$ cat src/rtl/spi_boot_slave.sv
// spi_boot_slave: oversampled SPI boot/read-back slave driving a req/gnt/rvalid bus.
// Define SPI_BOOT_SLAVE_STATUS_EN to enable the 0x05 status command and err_o.
module spi_boot_slave #(
  parameter int ADDR_WIDTH   = 32,
  parameter int DUMMY_CYCLES = 32,
  parameter int SYNC_STAGES  = 2
) (
  input  logic                  clk,
  input  logic                  rst_n,
  input  logic                  spi_clk_i,
  input  logic                  spi_cs_i,
  input  logic                  spi_sdi0_i,
  output logic                  spi_sdo0_o,
  output logic                  spi_oe_o,
  output logic                  mem_req_o,
  output logic                  mem_we_o,
  output logic [ADDR_WIDTH-1:0] mem_addr_o,
  output logic [31:0]           mem_wdata_o,
  input  logic                  mem_gnt_i,
  input  logic                  mem_rvalid_i,
  input  logic [31:0]           mem_rdata_i,
  output logic                  busy_o,
  output logic                  err_o
);

  typedef enum logic [2:0] {
    S_IDLE, S_CMD, S_ADDR, S_WDATA,
    S_DUMMY, S_RDATA, S_STAT, S_IGNORE
  } state_e;

  localparam logic [7:0] DUMMY_LAST = 8'(DUMMY_CYCLES - 1);

  state_e state_q, state_d;
  logic [SYNC_STAGES-1:0] sck_sync_q, sck_sync_d;
  logic [SYNC_STAGES-1:0] csn_sync_q, csn_sync_d;
  logic [SYNC_STAGES-1:0] sdi_sync_q, sdi_sync_d;
  logic sck_prev_q, sck_prev_d;
  logic csn_prev_q, csn_prev_d;
  logic [7:0] cnt_q, cnt_d;
  logic [4:0] tx_cnt_q, tx_cnt_d;
  logic [31:0] rx_q, rx_d;
  logic [31:0] tx_q, tx_d;
  logic is_rd_q, is_rd_d;
  logic req_q, req_d;
  logic we_q, we_d;
  logic [ADDR_WIDTH-1:0] addr_q, addr_d;
  logic [31:0] wdata_q, wdata_d;
  logic rd_out_q, rd_out_d;
  logic rd_keep_q, rd_keep_d;
  logic pf_valid_q, pf_valid_d;
  logic [31:0] pf_q, pf_d;
  logic err_q, err_d;

  logic sck_s, csn_s, sdi_s;
  logic sck_rise, sck_fall;
  logic csn_rise, csn_fall;
  logic [31:0] rx_next;

  assign sck_s    = sck_sync_q[SYNC_STAGES-1];
  assign csn_s    = csn_sync_q[SYNC_STAGES-1];
  assign sdi_s    = sdi_sync_q[SYNC_STAGES-1];
  assign sck_rise = sck_s & ~sck_prev_q;
  assign sck_fall = ~sck_s & sck_prev_q;
  assign csn_rise = csn_s & ~csn_prev_q;
  assign csn_fall = ~csn_s & csn_prev_q;
  assign rx_next  = {rx_q[30:0], sdi_s};

  always_comb begin
    state_d    = state_q;
    cnt_d      = cnt_q;
    tx_cnt_d   = tx_cnt_q;
    rx_d       = rx_q;
    tx_d       = tx_q;
    is_rd_d    = is_rd_q;
    req_d      = req_q;
    we_d       = we_q;
    addr_d     = addr_q;
    wdata_d    = wdata_q;
    rd_out_d   = rd_out_q;
    rd_keep_d  = rd_keep_q;
    pf_valid_d = pf_valid_q;
    pf_d       = pf_q;
    err_d      = err_q;
    sck_sync_d = {sck_sync_q[SYNC_STAGES-2:0], spi_clk_i};
    csn_sync_d = {csn_sync_q[SYNC_STAGES-2:0], spi_cs_i};
    sdi_sync_d = {sdi_sync_q[SYNC_STAGES-2:0], spi_sdi0_i};
    sck_prev_d = sck_s;
    csn_prev_d = csn_s;

    if (req_q && mem_gnt_i) begin
      req_d  = 1'b0;
      we_d   = 1'b0;
      addr_d = addr_q + ADDR_WIDTH'(4);
      if (!we_q) rd_out_d = 1'b1;
    end
    // Late read data after an abort completes the bus cycle but is dropped.
    if (rd_out_q && mem_rvalid_i) begin
      rd_out_d = 1'b0;
      if (rd_keep_q) begin
        pf_valid_d = 1'b1;
        pf_d       = mem_rdata_i;
      end
    end

    if (csn_rise) begin
      state_d    = S_IDLE;
      rd_keep_d  = 1'b0;
      pf_valid_d = 1'b0;
      if (state_q == S_STAT) err_d = 1'b0;
    end else if (csn_fall) begin
      state_d = S_CMD;
      cnt_d   = '0;
    end else if (sck_rise) begin
      case (state_q)
        S_CMD: begin
          rx_d  = rx_next;
          cnt_d = cnt_q + 8'd1;
          if (cnt_q == 8'd7) begin
            cnt_d = '0;
            case (rx_next[7:0])
              8'h02: begin
                state_d = S_ADDR;
                is_rd_d = 1'b0;
              end
              8'h0B: begin
                state_d = S_ADDR;
                is_rd_d = 1'b1;
              end
`ifdef SPI_BOOT_SLAVE_STATUS_EN
              8'h05: begin
                state_d  = S_STAT;
                tx_cnt_d = '0;
              end
`endif
              default: state_d = S_IGNORE;
            endcase
          end
        end
        S_ADDR: begin
          rx_d  = rx_next;
          cnt_d = cnt_q + 8'd1;
          if (cnt_q == 8'd31) begin
            cnt_d    = '0;
            tx_cnt_d = '0;
            if (!is_rd_q) state_d = S_WDATA;
            else if (DUMMY_CYCLES == 0) state_d = S_RDATA;
            else state_d = S_DUMMY;
            if (req_q && !mem_gnt_i) begin
              err_d = 1'b1;
            end else begin
              addr_d = {rx_next[ADDR_WIDTH-1:2], 2'b00};
              if (is_rd_q) begin
                if (rd_out_d) begin
                  err_d = 1'b1;
                end else begin
                  req_d     = 1'b1;
                  we_d      = 1'b0;
                  rd_keep_d = 1'b1;
                end
              end
            end
          end
        end
        S_WDATA: begin
          rx_d  = rx_next;
          cnt_d = cnt_q + 8'd1;
          if (cnt_q == 8'd31) begin
            cnt_d = '0;
            if (req_q && !mem_gnt_i) begin
              err_d = 1'b1;
            end else begin
              req_d   = 1'b1;
              we_d    = 1'b1;
              wdata_d = rx_next;
            end
          end
        end
        S_DUMMY: begin
          cnt_d = cnt_q + 8'd1;
          if (cnt_q == DUMMY_LAST) state_d = S_RDATA;
        end
        default: ;
      endcase
    end else if (sck_fall) begin
      case (state_q)
        S_RDATA: begin
          tx_cnt_d = tx_cnt_q + 5'd1;
          if (tx_cnt_q == 5'd0) begin
            if (pf_valid_d) begin
              tx_d       = pf_d;
              pf_valid_d = 1'b0;
              if (!req_d && !rd_out_d) begin
                req_d = 1'b1;
                we_d  = 1'b0;
              end
            end else begin
              tx_d  = '0;
              err_d = 1'b1;
            end
          end else begin
            tx_d = {tx_q[30:0], 1'b0};
          end
        end
        S_STAT: begin
          tx_cnt_d = tx_cnt_q + 5'd1;
          if (tx_cnt_q[2:0] == 3'd0) begin
            tx_d = {6'b0, err_q, req_q | rd_out_q, 24'b0};
          end else begin
            tx_d = {tx_q[30:0], 1'b0};
          end
        end
        default: ;
      endcase
    end
`ifndef SPI_BOOT_SLAVE_STATUS_EN
    err_d = 1'b0;
`endif
  end

  always_ff @(posedge clk or negedge rst_n) begin
    if (!rst_n) begin
      state_q    <= S_IDLE;
      sck_sync_q <= '0;
      csn_sync_q <= '1;
      sdi_sync_q <= '0;
      sck_prev_q <= 1'b0;
      csn_prev_q <= 1'b1;
      cnt_q      <= '0;
      tx_cnt_q   <= '0;
      rx_q       <= '0;
      tx_q       <= '0;
      is_rd_q    <= 1'b0;
      req_q      <= 1'b0;
      we_q       <= 1'b0;
      addr_q     <= '0;
      wdata_q    <= '0;
      rd_out_q   <= 1'b0;
      rd_keep_q  <= 1'b0;
      pf_valid_q <= 1'b0;
      pf_q       <= '0;
      err_q      <= 1'b0;
    end else begin
      state_q    <= state_d;
      sck_sync_q <= sck_sync_d;
      csn_sync_q <= csn_sync_d;
      sdi_sync_q <= sdi_sync_d;
      sck_prev_q <= sck_prev_d;
      csn_prev_q <= csn_prev_d;
      cnt_q      <= cnt_d;
      tx_cnt_q   <= tx_cnt_d;
      rx_q       <= rx_d;
      tx_q       <= tx_d;
      is_rd_q    <= is_rd_d;
      req_q      <= req_d;
      we_q       <= we_d;
      addr_q     <= addr_d;
      wdata_q    <= wdata_d;
      rd_out_q   <= rd_out_d;
      rd_keep_q  <= rd_keep_d;
      pf_valid_q <= pf_valid_d;
      pf_q       <= pf_d;
      err_q      <= err_d;
    end
  end

  assign spi_oe_o    = (state_q == S_RDATA) | (state_q == S_STAT);
  assign spi_sdo0_o  = spi_oe_o & tx_q[31];
  assign mem_req_o   = req_q;
  assign mem_we_o    = we_q;
  assign mem_addr_o  = addr_q;
  assign mem_wdata_o = wdata_q;
  assign busy_o      = (state_q != S_IDLE) | req_q | rd_out_q;
  assign err_o       = err_q;

endmodule

$ cat config.mk
export PLATFORM = sky130hd
export DESIGN_NAME = spi_boot_slave
export DESIGN_NICKNAME = d
export VERILOG_FILES = /design/src/rtl/spi_boot_slave.sv
export SDC_FILE = /design/constraint.sdc
export NUM_CORES = 1
export LEC_CHECK = 0
export CORE_ASPECT_RATIO = 0.8
export CORE_MARGIN = 1.5
export CORE_UTILIZATION = 40
export DETAILED_ROUTE_END_ITERATION = 16
export DONT_BUFFER_PORTS = 1
export GPL_TIMING_DRIVEN = 0
export PLACE_DENSITY_LB_ADDON = 0.12
export SETUP_SLACK_MARGIN = 0.05
export SLEW_MARGIN = 20
export SYNTH_ARGS = -nofsm -noshare
export SYNTH_HDL_FRONTEND = slang
export SYNTH_SLANG_ARGS = --single-unit
$ cat constraint.sdc
create_clock -name clk -period 3.1 [get_ports clk]
set_clock_uncertainty 0.2 [all_clocks]
set_input_delay 0.155 -clock clk [delete_from_list [all_inputs] [get_ports clk]]
set_output_delay 0.155 -clock clk [all_outputs]
set_load 0.05 [all_outputs]
==> results.yml <==
status:
  outcome: "finished, violations left"
  violations: "hold timing"
grt:
  grt_max_degree: 188
  grt_usage: 0.1817
  grt_pass1_vias: 6006
  gr-total-overflow: 0
  antenna_found_initial: 0
  grt_pass1_wl_microns: 31220
setup_path:
  r2r_slack_ns: 0.35
  r2r-end: "mem_addr_o[30]"
  r2r_cells: 6
  crit_type: "flop to output port"
  worstPathArrival_ns: 2.50
  cp_max_fo: 10
  crit_required_ns: 2.74
  crit_path_end_kind: "output port"
  cp-start-kind: "flop"
  reg2reg_from: "mem_addr_o[2]"
synth:
  ys_ff_latch: 187
  yosys_most_used_dff: "dfrtp_1"
  syn_avg_cell_area_sq_um: 11.74
  synthCells: 720
  synth_area_leaders: "dfrtp_1 (54%), mux2_2 (8.8%), mux2_4 (5.1%)"
  synth_edf_count: 0
  yosysUniqueCellTypes: 71
  synth.most_common_cell: "dfrtp_1"
  synth_top_area_cell: "dfrtp_1"
  netlist_top_cells_count: "dfrtp_1 (184), mux2_2 (66), nand2_1 (57)"
  ys_seq_area_frac: 0.5539
  synth_top_area_frac: 0.5445
  synth_area_sq_um: 8456
  async_reset_ff_frac: 1.000
  yosysWarnings: 0
clock_network:
  cts_root_buffer: "clkbuf_16"
  cts_max_level: 4
  clk_pin_slew_ns: 0.08
  clockBufferDepth: 2
  clk_latency_ns: 0.44
  cts_tree: "yes"
  cts_setup_buffers: 0
  cts.sinks: 187
  hold_buffers: 39
  cts_buffers: 17
sta:
  relSlewSlack: 0.4677
  fin_crit_sh: 0.9208
  hold_viol: 187
  grt_setup_unrepaired: "false"
  setup_slack_ns: 0.2455
  worst_slew_pin_slew_ns: 0.7919
  fmax_mhz: 350.3
  period_minus_slack_ns: 2.855
  setup_viol_count_final: 0
  slew_viol_final: 0
  whs_ns: -0.7901
drt:
  wl_per_cell_microns: 17.77
  drt_iter0_markers: 324
  dr.pass1.iters: 5
  via_count: 5764
  routed_wl_microns: 18870
  via_per_inst: 5.427
  ant_nets: 0
  drc: 0
floorplan:
  core_area_sq_um: 20700
  die_x_microns: 165.6
  initial_core_util: 0.4085
  num_rows: 47
  pin_count: 109
  die-area_sq_um: 22030
  die_h_microns: 133.0
power:
  peakVddDrop_v: 0.0002821
  p_leak_nw: 4.662
  powerDensity_nw_per_um2: 655.1
  finalPower_mw: 6.412
place:
  dp_hpwl_microns: 12880
  io_buffers: 0
  preCtsSetupSlack_ns: -0.03825
  place_area_sq_um: 8806
  gp_congestion: 0.8446
layout:
  finalNetCount: 825
  n_antenna_cell: 0
  fin_area_sq_um: 9787
  n_fill_cell: 1905
  drive_gt1_frac: 0.1992
  syn2layout_area_growth_pct: 15.74
worst_hold_path:
  min_path_type: "input port to asynchronous set/reset pin"
job:
  maxCapViolations: 0
[area by class of cell]
| class | count | area, sq um | area share |
|---|---|---|---|
| flip-flops and latches | 187 | 4684 | 0.4786 |
| repair buffers | 39 | 390.4 | 0.03989 |
| plain buffers | 40 | 234.0 | 0.02391 |
| clock inverters | 14 | 146.4 | 0.01496 |
| clock buffers | 18 | 429.2 | 0.04385 |
| well taps | 269 | 336.6 | 0.03439 |
| multi-input cells | 482 | 3517 | 0.3594 |
| inverters | 13 | 48.80 | 0.004986 |
[timing repair]
action	CTS	global route
resized for setup	2	2
endpoints found under the setup margin	32	2
hold endpoints to repair	260	187
[cell usage in the layout, fill, tap and decap left out, drive strengths merged, types with 3 or more instances in the layout]
cell,synthesis,routed
dfrtp,184,184
mux2,95,95
nand2,57,57
o21ai,49,49
nor2,44,44
clkbuf,25,43
dlygate4sd3,0,39
a21oi,37,37
a22oi,31,31
xor2,23,23
inv,13,22
nand4,18,18
nand3,15,15
buf,15,15
nand2b,7,7
nor2b,7,7
and3,7,7
xnor2,6,6
ha,6,6
nor3,6,6
or3,5,5
o31ai,5,5
a31oi,4,4
and4,4,4
and2,4,4
clkinv,0,4
nand3b,3,3
nor3b,3,3
o21bai,3,3
conb,1,3
dfstp,3,3
nor4,3,3
[registers in the layout, summed over array words and instances (netlist names), 3 cells and up]
| register | cells |
|---|---|
| cnt_q | 8 |
| mem_addr_o | 30 |
| mem_wdata_o | 32 |
| pf_q | 32 |
| rx_q | 31 |
| state_q | 3 |
| tx_cnt_q | 5 |
| tx_q | 32 |
[logic make-up after synthesis]
group | Yosys count | synth area share
multiplexers | 96 | 0.1406
XOR/XNOR | 29 | 0.03004
other | 1 | 0.0004435
adder cells (fa/ha/maj) | 6 | 0.008878
flip-flops | 187 | 0.5539
AO/OA/AOI/OAI | 151 | 0.1119
buffers and inverters | 53 | 0.03344
AND/OR/NAND/NOR | 197 | 0.1209
[critical path: stages (launching register included)]
cell      delay (ns)
dfrtp_1         0.32
clkbuf_1        0.32
clkbuf_1        0.40
o21ai_0         0.23
inv_1           0.40
and2_2          0.39
[power breakdown]
group	internal, mW	switching (mW)	leakage, nW	total (mW)
clock network	1.08	1.07	0.280	2.15
registers	2.75	0.418	2.40	3.17
logic	0.471	0.618	1.98	1.09
total	4.31	2.11	4.66	6.41
[metal layers]
metal	GRT usage	wire length, microns	vias up
li1	-	-	2702
met1	0.2408	8602	2891
met2	0.2829	8875	149
met3	0.05768	1100	22
met4	0.05655	291	0
met5	0	0	-
[worst max-delay path by stage]
stage                             start        endpoint  slack, ns  cells past startpoint
after CTS                    state_q[2]      spi_sdo0_o       0.07                      5
after detailed placement     csn_prev_q        rx_q[21]      -0.04                      6
after global placement    mem_addr_o[2]  mem_addr_o[30]      -0.02                      6
after global routing         state_q[2]      spi_sdo0_o       0.07                      5
final                        state_q[2]      spi_sdo0_o       0.25                      5
after floorplan               mem_req_o  mem_addr_o[31]       0.63                      5
[stage by stage]
step / util / setup TNS, ns / cells
floorplan: - / 0 / 722
global placement: 0.4251 / -0.06460 / 991
detailed placement: 0.4254 / -0.5714 / 991
CTS: 0.4727 / 0 / 1062
global route: 0.4728 / 0 / 1062
finish: 0.4728 / 0 / 1062
Power figures use the tool's default switching activity.
